<file path="config.mk">
export PLATFORM = sky130hd
export DESIGN_NAME = cache_axi_arbiter_flat
export DESIGN_NICKNAME = d
export VERILOG_FILES = /design/src/rtl/cache_axi_arbiter_pkg.sv /design/src/rtl/cache_axi_arbiter_if.sv /design/src/rtl/cache_axi_arbiter_arb2_pick.sv /design/src/rtl/cache_axi_arbiter.sv /design/src/flat_wrapper.sv
export SDC_FILE = /design/constraint.sdc
export NUM_CORES = 1
export LEC_CHECK = 0
export ABC_AREA = 0
export BUFFER_PORTS_ARGS = -buffer_cell sky130_fd_sc_hd__buf_4
export CORE_AREA = 2 2 226 228
export CTS_BUF_LIST = sky130_fd_sc_hd__clkbuf_4 sky130_fd_sc_hd__clkbuf_8
export CTS_CLUSTER_DIAMETER = 40
export CTS_CLUSTER_SIZE = 28
export DETAILED_ROUTE_END_ITERATION = 8
export DIE_AREA = 0 0 228 230
export GPL_ROUTABILITY_DRIVEN = 0
export PLACE_DENSITY = 0.3
export SYNTH_ARGS = -nofsm -noshare
export SYNTH_HDL_FRONTEND = slang
export SYNTH_SLANG_ARGS = --single-unit
</file>
<file path="constraint.sdc">
create_clock -name clk -period 4.4 [get_ports clk]
set_input_delay 0.22 -clock clk [delete_from_list [all_inputs] [get_ports clk]]
set_output_delay 0.22 -clock clk [all_outputs]
set_load 0.05 [all_outputs]
</file>
<file path="src/rtl/cache_axi_arbiter_pkg.sv">
// Shared types for the i/d cache AXI arbiter: FSM states, grant encoding, AXI resp codes.
package axi_arb_pkg;

  typedef enum logic [1:0] {
    R_IDLE = 2'd0,
    R_ADDR = 2'd1,
    R_DATA = 2'd2
  } rstate_t;

  typedef enum logic [1:0] {
    W_IDLE = 2'd0,
    W_ADDR = 2'd1,
    W_DATA = 2'd2,
    W_RESP = 2'd3
  } wstate_t;

  typedef enum logic {
    GNT_I = 1'b0,
    GNT_D = 1'b1
  } gnt_t;

  localparam logic [1:0] OKAY = 2'b00;

  // A lone requester always wins; prefer_d only breaks a tie.
  function automatic gnt_t pick2(input logic req_i, input logic req_d, input logic prefer_d);
    if (req_i && req_d) return prefer_d ? GNT_D : GNT_I;
    return req_d ? GNT_D : GNT_I;
  endfunction

endpackage

</file>
<file path="src/rtl/cache_axi_arbiter_if.sv">
// One full AXI4 port (AR/R/AW/W/B); master modport is the side that issues requests.
interface cache_axi_arbiter_if;
  logic [3:0]  arid;
  logic [31:0] araddr;
  logic [7:0]  arlen;
  logic [2:0]  arsize;
  logic [1:0]  arburst;
  logic        arvalid;
  logic        arready;

  logic [3:0]  rid;
  logic [31:0] rdata;
  logic [1:0]  rresp;
  logic        rlast;
  logic        rvalid;
  logic        rready;

  logic [3:0]  awid;
  logic [31:0] awaddr;
  logic [7:0]  awlen;
  logic [2:0]  awsize;
  logic [1:0]  awburst;
  logic        awvalid;
  logic        awready;

  logic [31:0] wdata;
  logic [3:0]  wstrb;
  logic        wlast;
  logic        wvalid;
  logic        wready;

  logic [3:0]  bid;
  logic [1:0]  bresp;
  logic        bvalid;
  logic        bready;

  modport master (
    output arid, araddr, arlen, arsize, arburst, arvalid, input arready,
    input  rid, rdata, rresp, rlast, rvalid, output rready,
    output awid, awaddr, awlen, awsize, awburst, awvalid, input awready,
    output wdata, wstrb, wlast, wvalid, input wready,
    input  bid, bresp, bvalid, output bready
  );

  modport slave (
    input  arid, araddr, arlen, arsize, arburst, arvalid, output arready,
    output rid, rdata, rresp, rlast, rvalid, input rready,
    input  awid, awaddr, awlen, awsize, awburst, awvalid, output awready,
    input  wdata, wstrb, wlast, wvalid, output wready,
    output bid, bresp, bvalid, input bready
  );
endinterface

</file>
<file path="src/rtl/cache_axi_arbiter_arb2_pick.sv">
// Two-way tie-break between i and d requesters. AXI_ARB_RR_EN selects round-robin
// with a 1-bit pointer; otherwise fixed priority with d winning ties.
module arb2_pick
  import axi_arb_pkg::*;
(
  input  logic clk,
  input  logic rst,
  input  logic i_req_i,
  input  logic i_req_d,
  input  logic i_take,
  output gnt_t o_gnt
);

`ifdef AXI_ARB_RR_EN
  logic r_ptr;

  // Pointer moves away from whoever was just granted.
  always_ff @(posedge clk or posedge rst) begin
    if (rst)         r_ptr <= 1'b0;
    else if (i_take) r_ptr <= (o_gnt == GNT_I);
  end

  assign o_gnt = pick2(i_req_i, i_req_d, r_ptr);
`else
  logic w_unused;
  assign w_unused = ^{clk, rst, i_take};
  assign o_gnt    = pick2(i_req_i, i_req_d, 1'b1);
`endif

endmodule

</file>
<file path="src/rtl/cache_axi_arbiter.sv">
// 2:1 AXI arbiter (icache/dcache -> SoC), independent read and write FSMs, whole-burst
// grants with one outstanding burst per channel. Tie policy set by AXI_ARB_RR_EN.
module cache_axi_arbiter
  import axi_arb_pkg::*;
#(
  parameter logic [3:0] ID_I = 4'd0,
  parameter logic [3:0] ID_D = 4'd1
) (
  input logic                  clk,
  input logic                  rst,
  cache_axi_arbiter_if.slave   i,
  cache_axi_arbiter_if.slave   d,
  cache_axi_arbiter_if.master  m
);

  rstate_t r_rstate, w_rnext;
  wstate_t r_wstate, w_wnext;
  gnt_t    r_rgnt, r_wgnt, w_rpick, w_wpick;
  logic    w_rtake, w_wtake, w_rsel_d, w_wsel_d;

  assign w_rtake  = (r_rstate == R_IDLE) && (i.arvalid || d.arvalid);
  assign w_wtake  = (r_wstate == W_IDLE) && (i.awvalid || d.awvalid);
  assign w_rsel_d = (r_rgnt == GNT_D);
  assign w_wsel_d = (r_wgnt == GNT_D);

  arb2_pick u_rpick (
    .clk    (clk),
    .rst    (rst),
    .i_req_i(i.arvalid),
    .i_req_d(d.arvalid),
    .i_take (w_rtake),
    .o_gnt  (w_rpick)
  );

  arb2_pick u_wpick (
    .clk    (clk),
    .rst    (rst),
    .i_req_i(i.awvalid),
    .i_req_d(d.awvalid),
    .i_take (w_wtake),
    .o_gnt  (w_wpick)
  );

  always_ff @(posedge clk or posedge rst) begin
    if (rst) begin
      r_rstate <= R_IDLE;
      r_wstate <= W_IDLE;
      r_rgnt   <= GNT_I;
      r_wgnt   <= GNT_I;
    end else begin
      r_rstate <= w_rnext;
      r_wstate <= w_wnext;
      if (w_rtake) r_rgnt <= w_rpick;
      if (w_wtake) r_wgnt <= w_wpick;
    end
  end

  // Granted-source views, so the FSM bodies stay source-agnostic.
  logic        w_sarvalid, w_srready, w_sawvalid, w_swvalid, w_swlast, w_sbready;
  logic [31:0] w_saraddr, w_sawaddr, w_swdata;
  logic [7:0]  w_sarlen, w_sawlen;
  logic [2:0]  w_sarsize, w_sawsize;
  logic [1:0]  w_sarburst, w_sawburst;
  logic [3:0]  w_swstrb;

  assign w_sarvalid = w_rsel_d ? d.arvalid : i.arvalid;
  assign w_saraddr  = w_rsel_d ? d.araddr  : i.araddr;
  assign w_sarlen   = w_rsel_d ? d.arlen   : i.arlen;
  assign w_sarsize  = w_rsel_d ? d.arsize  : i.arsize;
  assign w_sarburst = w_rsel_d ? d.arburst : i.arburst;
  assign w_srready  = w_rsel_d ? d.rready  : i.rready;

  assign w_sawvalid = w_wsel_d ? d.awvalid : i.awvalid;
  assign w_sawaddr  = w_wsel_d ? d.awaddr  : i.awaddr;
  assign w_sawlen   = w_wsel_d ? d.awlen   : i.awlen;
  assign w_sawsize  = w_wsel_d ? d.awsize  : i.awsize;
  assign w_sawburst = w_wsel_d ? d.awburst : i.awburst;
  assign w_swvalid  = w_wsel_d ? d.wvalid  : i.wvalid;
  assign w_swdata   = w_wsel_d ? d.wdata   : i.wdata;
  assign w_swstrb   = w_wsel_d ? d.wstrb   : i.wstrb;
  assign w_swlast   = w_wsel_d ? d.wlast   : i.wlast;
  assign w_sbready  = w_wsel_d ? d.bready  : i.bready;

  // Source IDs are replaced by ID_I/ID_D outbound and by 0 inbound.
  logic w_unused;
  assign w_unused = ^{i.arid, d.arid, i.awid, d.awid, m.rid, m.bid};

  always_comb begin
    w_rnext   = r_rstate;
    m.arvalid = 1'b0;
    m.arid    = '0;
    m.araddr  = '0;
    m.arlen   = '0;
    m.arsize  = '0;
    m.arburst = '0;
    m.rready  = 1'b0;
    i.arready = 1'b0;
    i.rvalid  = 1'b0;
    i.rid     = '0;
    i.rdata   = '0;
    i.rresp   = OKAY;
    i.rlast   = 1'b0;
    d.arready = 1'b0;
    d.rvalid  = 1'b0;
    d.rid     = '0;
    d.rdata   = '0;
    d.rresp   = OKAY;
    d.rlast   = 1'b0;
    case (r_rstate)
      R_IDLE: if (w_rtake) w_rnext = R_ADDR;
      R_ADDR: begin
        m.arvalid = w_sarvalid;
        if (w_sarvalid) begin
          m.arid    = w_rsel_d ? ID_D : ID_I;
          m.araddr  = w_saraddr;
          m.arlen   = w_sarlen;
          m.arsize  = w_sarsize;
          m.arburst = w_sarburst;
        end
        if (w_rsel_d) d.arready = m.arready;
        else          i.arready = m.arready;
        if (w_sarvalid && m.arready) w_rnext = R_DATA;
      end
      R_DATA: begin
        m.rready = w_srready;
        if (w_rsel_d) begin
          d.rvalid = m.rvalid;
          if (m.rvalid) begin
            d.rdata = m.rdata;
            d.rresp = m.rresp;
            d.rlast = m.rlast;
          end
        end else begin
          i.rvalid = m.rvalid;
          if (m.rvalid) begin
            i.rdata = m.rdata;
            i.rresp = m.rresp;
            i.rlast = m.rlast;
          end
        end
        if (m.rvalid && w_srready && m.rlast) w_rnext = R_IDLE;
      end
      default: w_rnext = R_IDLE;
    endcase
  end

  always_comb begin
    w_wnext   = r_wstate;
    m.awvalid = 1'b0;
    m.awid    = '0;
    m.awaddr  = '0;
    m.awlen   = '0;
    m.awsize  = '0;
    m.awburst = '0;
    m.wvalid  = 1'b0;
    m.wdata   = '0;
    m.wstrb   = '0;
    m.wlast   = 1'b0;
    m.bready  = 1'b0;
    i.awready = 1'b0;
    i.wready  = 1'b0;
    i.bvalid  = 1'b0;
    i.bid     = '0;
    i.bresp   = OKAY;
    d.awready = 1'b0;
    d.wready  = 1'b0;
    d.bvalid  = 1'b0;
    d.bid     = '0;
    d.bresp   = OKAY;
    case (r_wstate)
      W_IDLE: if (w_wtake) w_wnext = W_ADDR;
      W_ADDR: begin
        m.awvalid = w_sawvalid;
        if (w_sawvalid) begin
          m.awid    = w_wsel_d ? ID_D : ID_I;
          m.awaddr  = w_sawaddr;
          m.awlen   = w_sawlen;
          m.awsize  = w_sawsize;
          m.awburst = w_sawburst;
        end
        if (w_wsel_d) d.awready = m.awready;
        else          i.awready = m.awready;
        if (w_sawvalid && m.awready) w_wnext = W_DATA;
      end
      // W is only opened after AW has been accepted, so early wvalid is held off.
      W_DATA: begin
        m.wvalid = w_swvalid;
        if (w_swvalid) begin
          m.wdata = w_swdata;
          m.wstrb = w_swstrb;
          m.wlast = w_swlast;
        end
        if (w_wsel_d) d.wready = m.wready;
        else          i.wready = m.wready;
        if (w_swvalid && m.wready && w_swlast) w_wnext = W_RESP;
      end
      W_RESP: begin
        m.bready = w_sbready;
        if (w_wsel_d) begin
          d.bvalid = m.bvalid;
          if (m.bvalid) d.bresp = m.bresp;
        end else begin
          i.bvalid = m.bvalid;
          if (m.bvalid) i.bresp = m.bresp;
        end
        if (m.bvalid && w_sbready) w_wnext = W_IDLE;
      end
      default: w_wnext = W_IDLE;
    endcase
  end

endmodule

</file>
<file path="src/flat_wrapper.sv">
// flat-port wrapper written by rule: the top's interface ports become plain ports
module cache_axi_arbiter_flat import axi_arb_pkg::*;
#(
  parameter logic [3:0] ID_I = 4'd0,
  parameter logic [3:0] ID_D = 4'd1
)
  (clk, rst, i_arid, i_araddr, i_arlen, i_arsize, i_arburst, i_arvalid, i_arready, i_rid, i_rdata, i_rresp, i_rlast, i_rvalid, i_rready, i_awid, i_awaddr, i_awlen, i_awsize, i_awburst, i_awvalid, i_awready, i_wdata, i_wstrb, i_wlast, i_wvalid, i_wready, i_bid, i_bresp, i_bvalid, i_bready, d_arid, d_araddr, d_arlen, d_arsize, d_arburst, d_arvalid, d_arready, d_rid, d_rdata, d_rresp, d_rlast, d_rvalid, d_rready, d_awid, d_awaddr, d_awlen, d_awsize, d_awburst, d_awvalid, d_awready, d_wdata, d_wstrb, d_wlast, d_wvalid, d_wready, d_bid, d_bresp, d_bvalid, d_bready, m_arid, m_araddr, m_arlen, m_arsize, m_arburst, m_arvalid, m_arready, m_rid, m_rdata, m_rresp, m_rlast, m_rvalid, m_rready, m_awid, m_awaddr, m_awlen, m_awsize, m_awburst, m_awvalid, m_awready, m_wdata, m_wstrb, m_wlast, m_wvalid, m_wready, m_bid, m_bresp, m_bvalid, m_bready);
  cache_axi_arbiter_if i_i ();
  cache_axi_arbiter_if d_i ();
  cache_axi_arbiter_if m_i ();
  input logic clk;
  input logic rst;
  input wire logic [$bits(i_i.arid)-1:0] i_arid;
  input wire logic [$bits(i_i.araddr)-1:0] i_araddr;
  input wire logic [$bits(i_i.arlen)-1:0] i_arlen;
  input wire logic [$bits(i_i.arsize)-1:0] i_arsize;
  input wire logic [$bits(i_i.arburst)-1:0] i_arburst;
  input wire logic [$bits(i_i.arvalid)-1:0] i_arvalid;
  output wire logic [$bits(i_i.arready)-1:0] i_arready;
  output wire logic [$bits(i_i.rid)-1:0] i_rid;
  output wire logic [$bits(i_i.rdata)-1:0] i_rdata;
  output wire logic [$bits(i_i.rresp)-1:0] i_rresp;
  output wire logic [$bits(i_i.rlast)-1:0] i_rlast;
  output wire logic [$bits(i_i.rvalid)-1:0] i_rvalid;
  input wire logic [$bits(i_i.rready)-1:0] i_rready;
  input wire logic [$bits(i_i.awid)-1:0] i_awid;
  input wire logic [$bits(i_i.awaddr)-1:0] i_awaddr;
  input wire logic [$bits(i_i.awlen)-1:0] i_awlen;
  input wire logic [$bits(i_i.awsize)-1:0] i_awsize;
  input wire logic [$bits(i_i.awburst)-1:0] i_awburst;
  input wire logic [$bits(i_i.awvalid)-1:0] i_awvalid;
  output wire logic [$bits(i_i.awready)-1:0] i_awready;
  input wire logic [$bits(i_i.wdata)-1:0] i_wdata;
  input wire logic [$bits(i_i.wstrb)-1:0] i_wstrb;
  input wire logic [$bits(i_i.wlast)-1:0] i_wlast;
  input wire logic [$bits(i_i.wvalid)-1:0] i_wvalid;
  output wire logic [$bits(i_i.wready)-1:0] i_wready;
  output wire logic [$bits(i_i.bid)-1:0] i_bid;
  output wire logic [$bits(i_i.bresp)-1:0] i_bresp;
  output wire logic [$bits(i_i.bvalid)-1:0] i_bvalid;
  input wire logic [$bits(i_i.bready)-1:0] i_bready;
  input wire logic [$bits(d_i.arid)-1:0] d_arid;
  input wire logic [$bits(d_i.araddr)-1:0] d_araddr;
  input wire logic [$bits(d_i.arlen)-1:0] d_arlen;
  input wire logic [$bits(d_i.arsize)-1:0] d_arsize;
  input wire logic [$bits(d_i.arburst)-1:0] d_arburst;
  input wire logic [$bits(d_i.arvalid)-1:0] d_arvalid;
  output wire logic [$bits(d_i.arready)-1:0] d_arready;
  output wire logic [$bits(d_i.rid)-1:0] d_rid;
  output wire logic [$bits(d_i.rdata)-1:0] d_rdata;
  output wire logic [$bits(d_i.rresp)-1:0] d_rresp;
  output wire logic [$bits(d_i.rlast)-1:0] d_rlast;
  output wire logic [$bits(d_i.rvalid)-1:0] d_rvalid;
  input wire logic [$bits(d_i.rready)-1:0] d_rready;
  input wire logic [$bits(d_i.awid)-1:0] d_awid;
  input wire logic [$bits(d_i.awaddr)-1:0] d_awaddr;
  input wire logic [$bits(d_i.awlen)-1:0] d_awlen;
  input wire logic [$bits(d_i.awsize)-1:0] d_awsize;
  input wire logic [$bits(d_i.awburst)-1:0] d_awburst;
  input wire logic [$bits(d_i.awvalid)-1:0] d_awvalid;
  output wire logic [$bits(d_i.awready)-1:0] d_awready;
  input wire logic [$bits(d_i.wdata)-1:0] d_wdata;
  input wire logic [$bits(d_i.wstrb)-1:0] d_wstrb;
  input wire logic [$bits(d_i.wlast)-1:0] d_wlast;
  input wire logic [$bits(d_i.wvalid)-1:0] d_wvalid;
  output wire logic [$bits(d_i.wready)-1:0] d_wready;
  output wire logic [$bits(d_i.bid)-1:0] d_bid;
  output wire logic [$bits(d_i.bresp)-1:0] d_bresp;
  output wire logic [$bits(d_i.bvalid)-1:0] d_bvalid;
  input wire logic [$bits(d_i.bready)-1:0] d_bready;
  output wire logic [$bits(m_i.arid)-1:0] m_arid;
  output wire logic [$bits(m_i.araddr)-1:0] m_araddr;
  output wire logic [$bits(m_i.arlen)-1:0] m_arlen;
  output wire logic [$bits(m_i.arsize)-1:0] m_arsize;
  output wire logic [$bits(m_i.arburst)-1:0] m_arburst;
  output wire logic [$bits(m_i.arvalid)-1:0] m_arvalid;
  input wire logic [$bits(m_i.arready)-1:0] m_arready;
  input wire logic [$bits(m_i.rid)-1:0] m_rid;
  input wire logic [$bits(m_i.rdata)-1:0] m_rdata;
  input wire logic [$bits(m_i.rresp)-1:0] m_rresp;
  input wire logic [$bits(m_i.rlast)-1:0] m_rlast;
  input wire logic [$bits(m_i.rvalid)-1:0] m_rvalid;
  output wire logic [$bits(m_i.rready)-1:0] m_rready;
  output wire logic [$bits(m_i.awid)-1:0] m_awid;
  output wire logic [$bits(m_i.awaddr)-1:0] m_awaddr;
  output wire logic [$bits(m_i.awlen)-1:0] m_awlen;
  output wire logic [$bits(m_i.awsize)-1:0] m_awsize;
  output wire logic [$bits(m_i.awburst)-1:0] m_awburst;
  output wire logic [$bits(m_i.awvalid)-1:0] m_awvalid;
  input wire logic [$bits(m_i.awready)-1:0] m_awready;
  output wire logic [$bits(m_i.wdata)-1:0] m_wdata;
  output wire logic [$bits(m_i.wstrb)-1:0] m_wstrb;
  output wire logic [$bits(m_i.wlast)-1:0] m_wlast;
  output wire logic [$bits(m_i.wvalid)-1:0] m_wvalid;
  input wire logic [$bits(m_i.wready)-1:0] m_wready;
  input wire logic [$bits(m_i.bid)-1:0] m_bid;
  input wire logic [$bits(m_i.bresp)-1:0] m_bresp;
  input wire logic [$bits(m_i.bvalid)-1:0] m_bvalid;
  output wire logic [$bits(m_i.bready)-1:0] m_bready;
  assign i_i.arid = i_arid;
  assign i_i.araddr = i_araddr;
  assign i_i.arlen = i_arlen;
  assign i_i.arsize = i_arsize;
  assign i_i.arburst = i_arburst;
  assign i_i.arvalid = i_arvalid;
  assign i_arready = i_i.arready;
  assign i_rid = i_i.rid;
  assign i_rdata = i_i.rdata;
  assign i_rresp = i_i.rresp;
  assign i_rlast = i_i.rlast;
  assign i_rvalid = i_i.rvalid;
  assign i_i.rready = i_rready;
  assign i_i.awid = i_awid;
  assign i_i.awaddr = i_awaddr;
  assign i_i.awlen = i_awlen;
  assign i_i.awsize = i_awsize;
  assign i_i.awburst = i_awburst;
  assign i_i.awvalid = i_awvalid;
  assign i_awready = i_i.awready;
  assign i_i.wdata = i_wdata;
  assign i_i.wstrb = i_wstrb;
  assign i_i.wlast = i_wlast;
  assign i_i.wvalid = i_wvalid;
  assign i_wready = i_i.wready;
  assign i_bid = i_i.bid;
  assign i_bresp = i_i.bresp;
  assign i_bvalid = i_i.bvalid;
  assign i_i.bready = i_bready;
  assign d_i.arid = d_arid;
  assign d_i.araddr = d_araddr;
  assign d_i.arlen = d_arlen;
  assign d_i.arsize = d_arsize;
  assign d_i.arburst = d_arburst;
  assign d_i.arvalid = d_arvalid;
  assign d_arready = d_i.arready;
  assign d_rid = d_i.rid;
  assign d_rdata = d_i.rdata;
  assign d_rresp = d_i.rresp;
  assign d_rlast = d_i.rlast;
  assign d_rvalid = d_i.rvalid;
  assign d_i.rready = d_rready;
  assign d_i.awid = d_awid;
  assign d_i.awaddr = d_awaddr;
  assign d_i.awlen = d_awlen;
  assign d_i.awsize = d_awsize;
  assign d_i.awburst = d_awburst;
  assign d_i.awvalid = d_awvalid;
  assign d_awready = d_i.awready;
  assign d_i.wdata = d_wdata;
  assign d_i.wstrb = d_wstrb;
  assign d_i.wlast = d_wlast;
  assign d_i.wvalid = d_wvalid;
  assign d_wready = d_i.wready;
  assign d_bid = d_i.bid;
  assign d_bresp = d_i.bresp;
  assign d_bvalid = d_i.bvalid;
  assign d_i.bready = d_bready;
  assign m_arid = m_i.arid;
  assign m_araddr = m_i.araddr;
  assign m_arlen = m_i.arlen;
  assign m_arsize = m_i.arsize;
  assign m_arburst = m_i.arburst;
  assign m_arvalid = m_i.arvalid;
  assign m_i.arready = m_arready;
  assign m_i.rid = m_rid;
  assign m_i.rdata = m_rdata;
  assign m_i.rresp = m_rresp;
  assign m_i.rlast = m_rlast;
  assign m_i.rvalid = m_rvalid;
  assign m_rready = m_i.rready;
  assign m_awid = m_i.awid;
  assign m_awaddr = m_i.awaddr;
  assign m_awlen = m_i.awlen;
  assign m_awsize = m_i.awsize;
  assign m_awburst = m_i.awburst;
  assign m_awvalid = m_i.awvalid;
  assign m_i.awready = m_awready;
  assign m_wdata = m_i.wdata;
  assign m_wstrb = m_i.wstrb;
  assign m_wlast = m_i.wlast;
  assign m_wvalid = m_i.wvalid;
  assign m_i.wready = m_wready;
  assign m_i.bid = m_bid;
  assign m_i.bresp = m_bresp;
  assign m_i.bvalid = m_bvalid;
  assign m_bready = m_i.bready;
  cache_axi_arbiter #(.ID_I(ID_I), .ID_D(ID_D)) u_core (.clk(clk), .rst(rst), .i(i_i), .d(d_i), .m(m_i));
endmodule
</file>
==> flow_summary.json <==
{
  "worst-endpoint-arrival_ns": 2.61,
  "drt_iter0_markers": 111,
  "p_int_mw": 1.331,
  "hold_viol": 0,
  "synth_ff_type": "dfrtp_1",
  "n_antenna_cell": 0,
  "final-max-slew-violation-count": 0,
  "p_per_area_nw_per_um2": 481.3,
  "grt_overflow": 0,
  "slowest_delay_ns": 0.90,
  "final_cell_area_um2": 7761,
  "maxSlewHeadroom_pct": 30.83,
  "outcome": "finished clean",
  "dieArea_um2": 52440,
  "clock-sinks": 6,
  "core_area_um2": 49860,
  "die_w_um": 228,
  "hold_path_class": "in2reg",
  "clock-skew-final_ns": 0.00008220,
  "ant_nets": 0,
  "layout_commonest_cell": "buf_4",
  "syn_inst": 458,
  "synthArstFlopShare_pct": 100.0,
  "clock_path_buffers": 2,
  "worstMarginPinSlew_ns": 1.034,
  "endpoint_kind": "primary output",
  "grt_use_total_pct": 7.811,
  "swShare_pct": 64.36,
  "yosysWarnings": 0,
  "start_kind": "flop",
  "finalCritPeriodShare_pct": 64.39,
  "nFillCells": 5809,
  "p_sw_mw": 2.404,
  "post-cts-setup-buffers": 0,
  "comb_power_share_pct": 91.9,
  "tritoncts": "yes",
  "drt_wl_total_mm": 22.25,
  "grt_pass1_vias": 5104,
  "layout_min_cycle_time_ns": 2.833,
  "drt_first_pass_iters": 4,
  "drc": 0,
  "path_cells": "buf_4, mux2i_1, nor2_1, buf_4",
  "num_vias": 4970,
  "dpl_cell_area_um2": 7710,
  "synth_seq_cells": 6,
  "drive_gt1_share_pct": 56.90,
  "clock_latency_ns": 0.23,
  "path_clk_slew_ns": 0.04,
  "layout_common_cells": "buf_4 (529), nor2_1 (132), mux2i_1 (128)",
  "synth.avg_cell_area_um2": 6.942,
  "cts_buffers": 3,
  "leakagePower_nw": 4.290,
  "ir_drop_mv": 0.2558,
  "critical_path.most_common_cell": "buf_4",
  "syn_area_um2": 3179,
  "die_height_um": 230,
  "grt_pass1_wl_mm": 31.38,
  "initial_utilization_pct": 6.376,
  "p_seq_share_pct": 5.7,
  "routed_via_density": 3.053,
  "synth_edf_count": 0,
  "ctsHtreeMaxLevel": 1,
  "crit_required_ns": 4.18,
  "crit_path_max_fanout": 49,
  "fin_nets": 1295,
  "slowest_stage": "dfrtp_4",
  "clock.fmax_mhz": 353.0,
  "finalSetupTns_ns": 0,
  "cts_root_buffer": "clkbuf_8",
  "area_growth_pct": 144.1,
  "power_frac_clock_pct": 2.4,
  "maxCapViolCount": 0,
  "dp_hpwl_mm": 19.40,
  "rows": 82,
  "grt_max_degree": 53,
  "boundaryPins": 572,
  "rsz0062_at_grt": "no",
  "ys_seq_area_share_pct": 4.723,
  "yosysUniqueCellTypes": 39,
  "portBuffers": 525,
  "critPathKind": "reg2out",
  "wl_per_cell_um": 13.67,
  "finalSetupViolCount": 0,
  "fin_cells": 1628,
  "antenna_found_initial": 0,
  "dp_cells": 1624
}
[per-stage QoR]
stage	worst slack, ns	hold WS [ns]	power [mW]	util [%]
after global routing	1.327	0.2116	3.969	15.57
after floorplan	2.219	0.01096	2.691	-
after CTS	1.428	0.2032	3.811	15.57
after global placement	1.672	0.2276	3.733	15.46
final	1.567	0.2156	3.735	15.57
after detailed placement	1.694	0.2355	3.702	15.46
[cells by family (layout without fill, tap and decap cells)]
group	Yosys count	after routing	share of synthesized area, %
AND/OR/NAND/NOR	240	240	36.60
multiplexers	131	131	41.48
buffers and inverters	65	542	12.55
AO/OA/AOI/OAI	10	10	2.558
flip-flops	6	6	4.722
adder cells (fa/ha/maj)	5	5	1.968
other	1	22	0.1180
[repair_timing]
action / CTS / global route
resized for setup: 0 / 0
endpoints found under the hold margin: 6 / 0
hold buffers: 1 / 0
[critical path, delay by kind of cell, from the launching register on]
family,cells,cell delay (ns)
buf+inv,2,0.99
flops,1,0.90
mux,1,0.37
simple gates,1,0.07
[per-layer routing]
layer	part of all wire (%)	global-route usage, %	wire length, um	vias up
met5	0	0	0	-
met4	1.7	1.654	382	0
met3	11	3.137	2377	12
met2	53	15.27	11820	339
met1	34	7.662	7669	2169
li1	-	-	-	2450
[power groups by stage]
stage	Combinational (mW)	Clock, mW	Sequential, mW
floorplan	2.59	0	0.106
global placement	3.51	0	0.222
detailed placement	3.48	0	0.219
CTS	3.49	0.0983	0.218
global route	3.64	0.104	0.227
finish	3.43	0.0883	0.214
[cell type report]
cell class	count	area, um^2	area share (%)
Clock buffer	3	41.29	0.5320
Inverter	9	33.78	0.4353
Multi-Input combinational cell	408	2709	34.90
Sequential cell	6	155.1	1.999
Tap cell	672	840.8	10.83
Timing Repair Buffer	530	3981	51.30
[synthesized netlist by cell type (all sizes together), types with 4 or more instances]
library cell	instances	area, um^2
and3	5	31.28
inv	9	33.78
and2	75	471.7
ha	5	62.56
o21ai	4	31.28
mux2i	128	1281
buf	52	347.8
clkbuf	4	17.52
nand2	9	43.80
dfrtp	6	150.1
nor2	133	501.7
nor2b	7	46.30
[worst paths after layout]
check                                    from            endpoint  slack [ns]  cells after the start
hold reg to reg            u_core.r_rstate[1]  u_core.r_rstate[0]        0.48                      1
setup / recovery                u_core.r_wgnt          m_wstrb[3]        1.57                      4
setup reg to reg                u_core.r_wgnt  u_core.r_wstate[1]        1.76                      5
max in group asynchronous                 rst       u_core.r_wgnt        3.58                      3
min in group asynchronous                 rst  u_core.r_rstate[0]        0.52                      3
hold / removal                      m_arready  u_core.r_rstate[0]        0.22                      2
[flip-flops by register name, indices dropped and copies added (netlist names)]
signal           cells
u_core.r_rgnt        1
u_core.r_rstate      2
u_core.r_wgnt        1
u_core.r_wstate      2
Note: power is estimated with default switching activity, not from simulation.
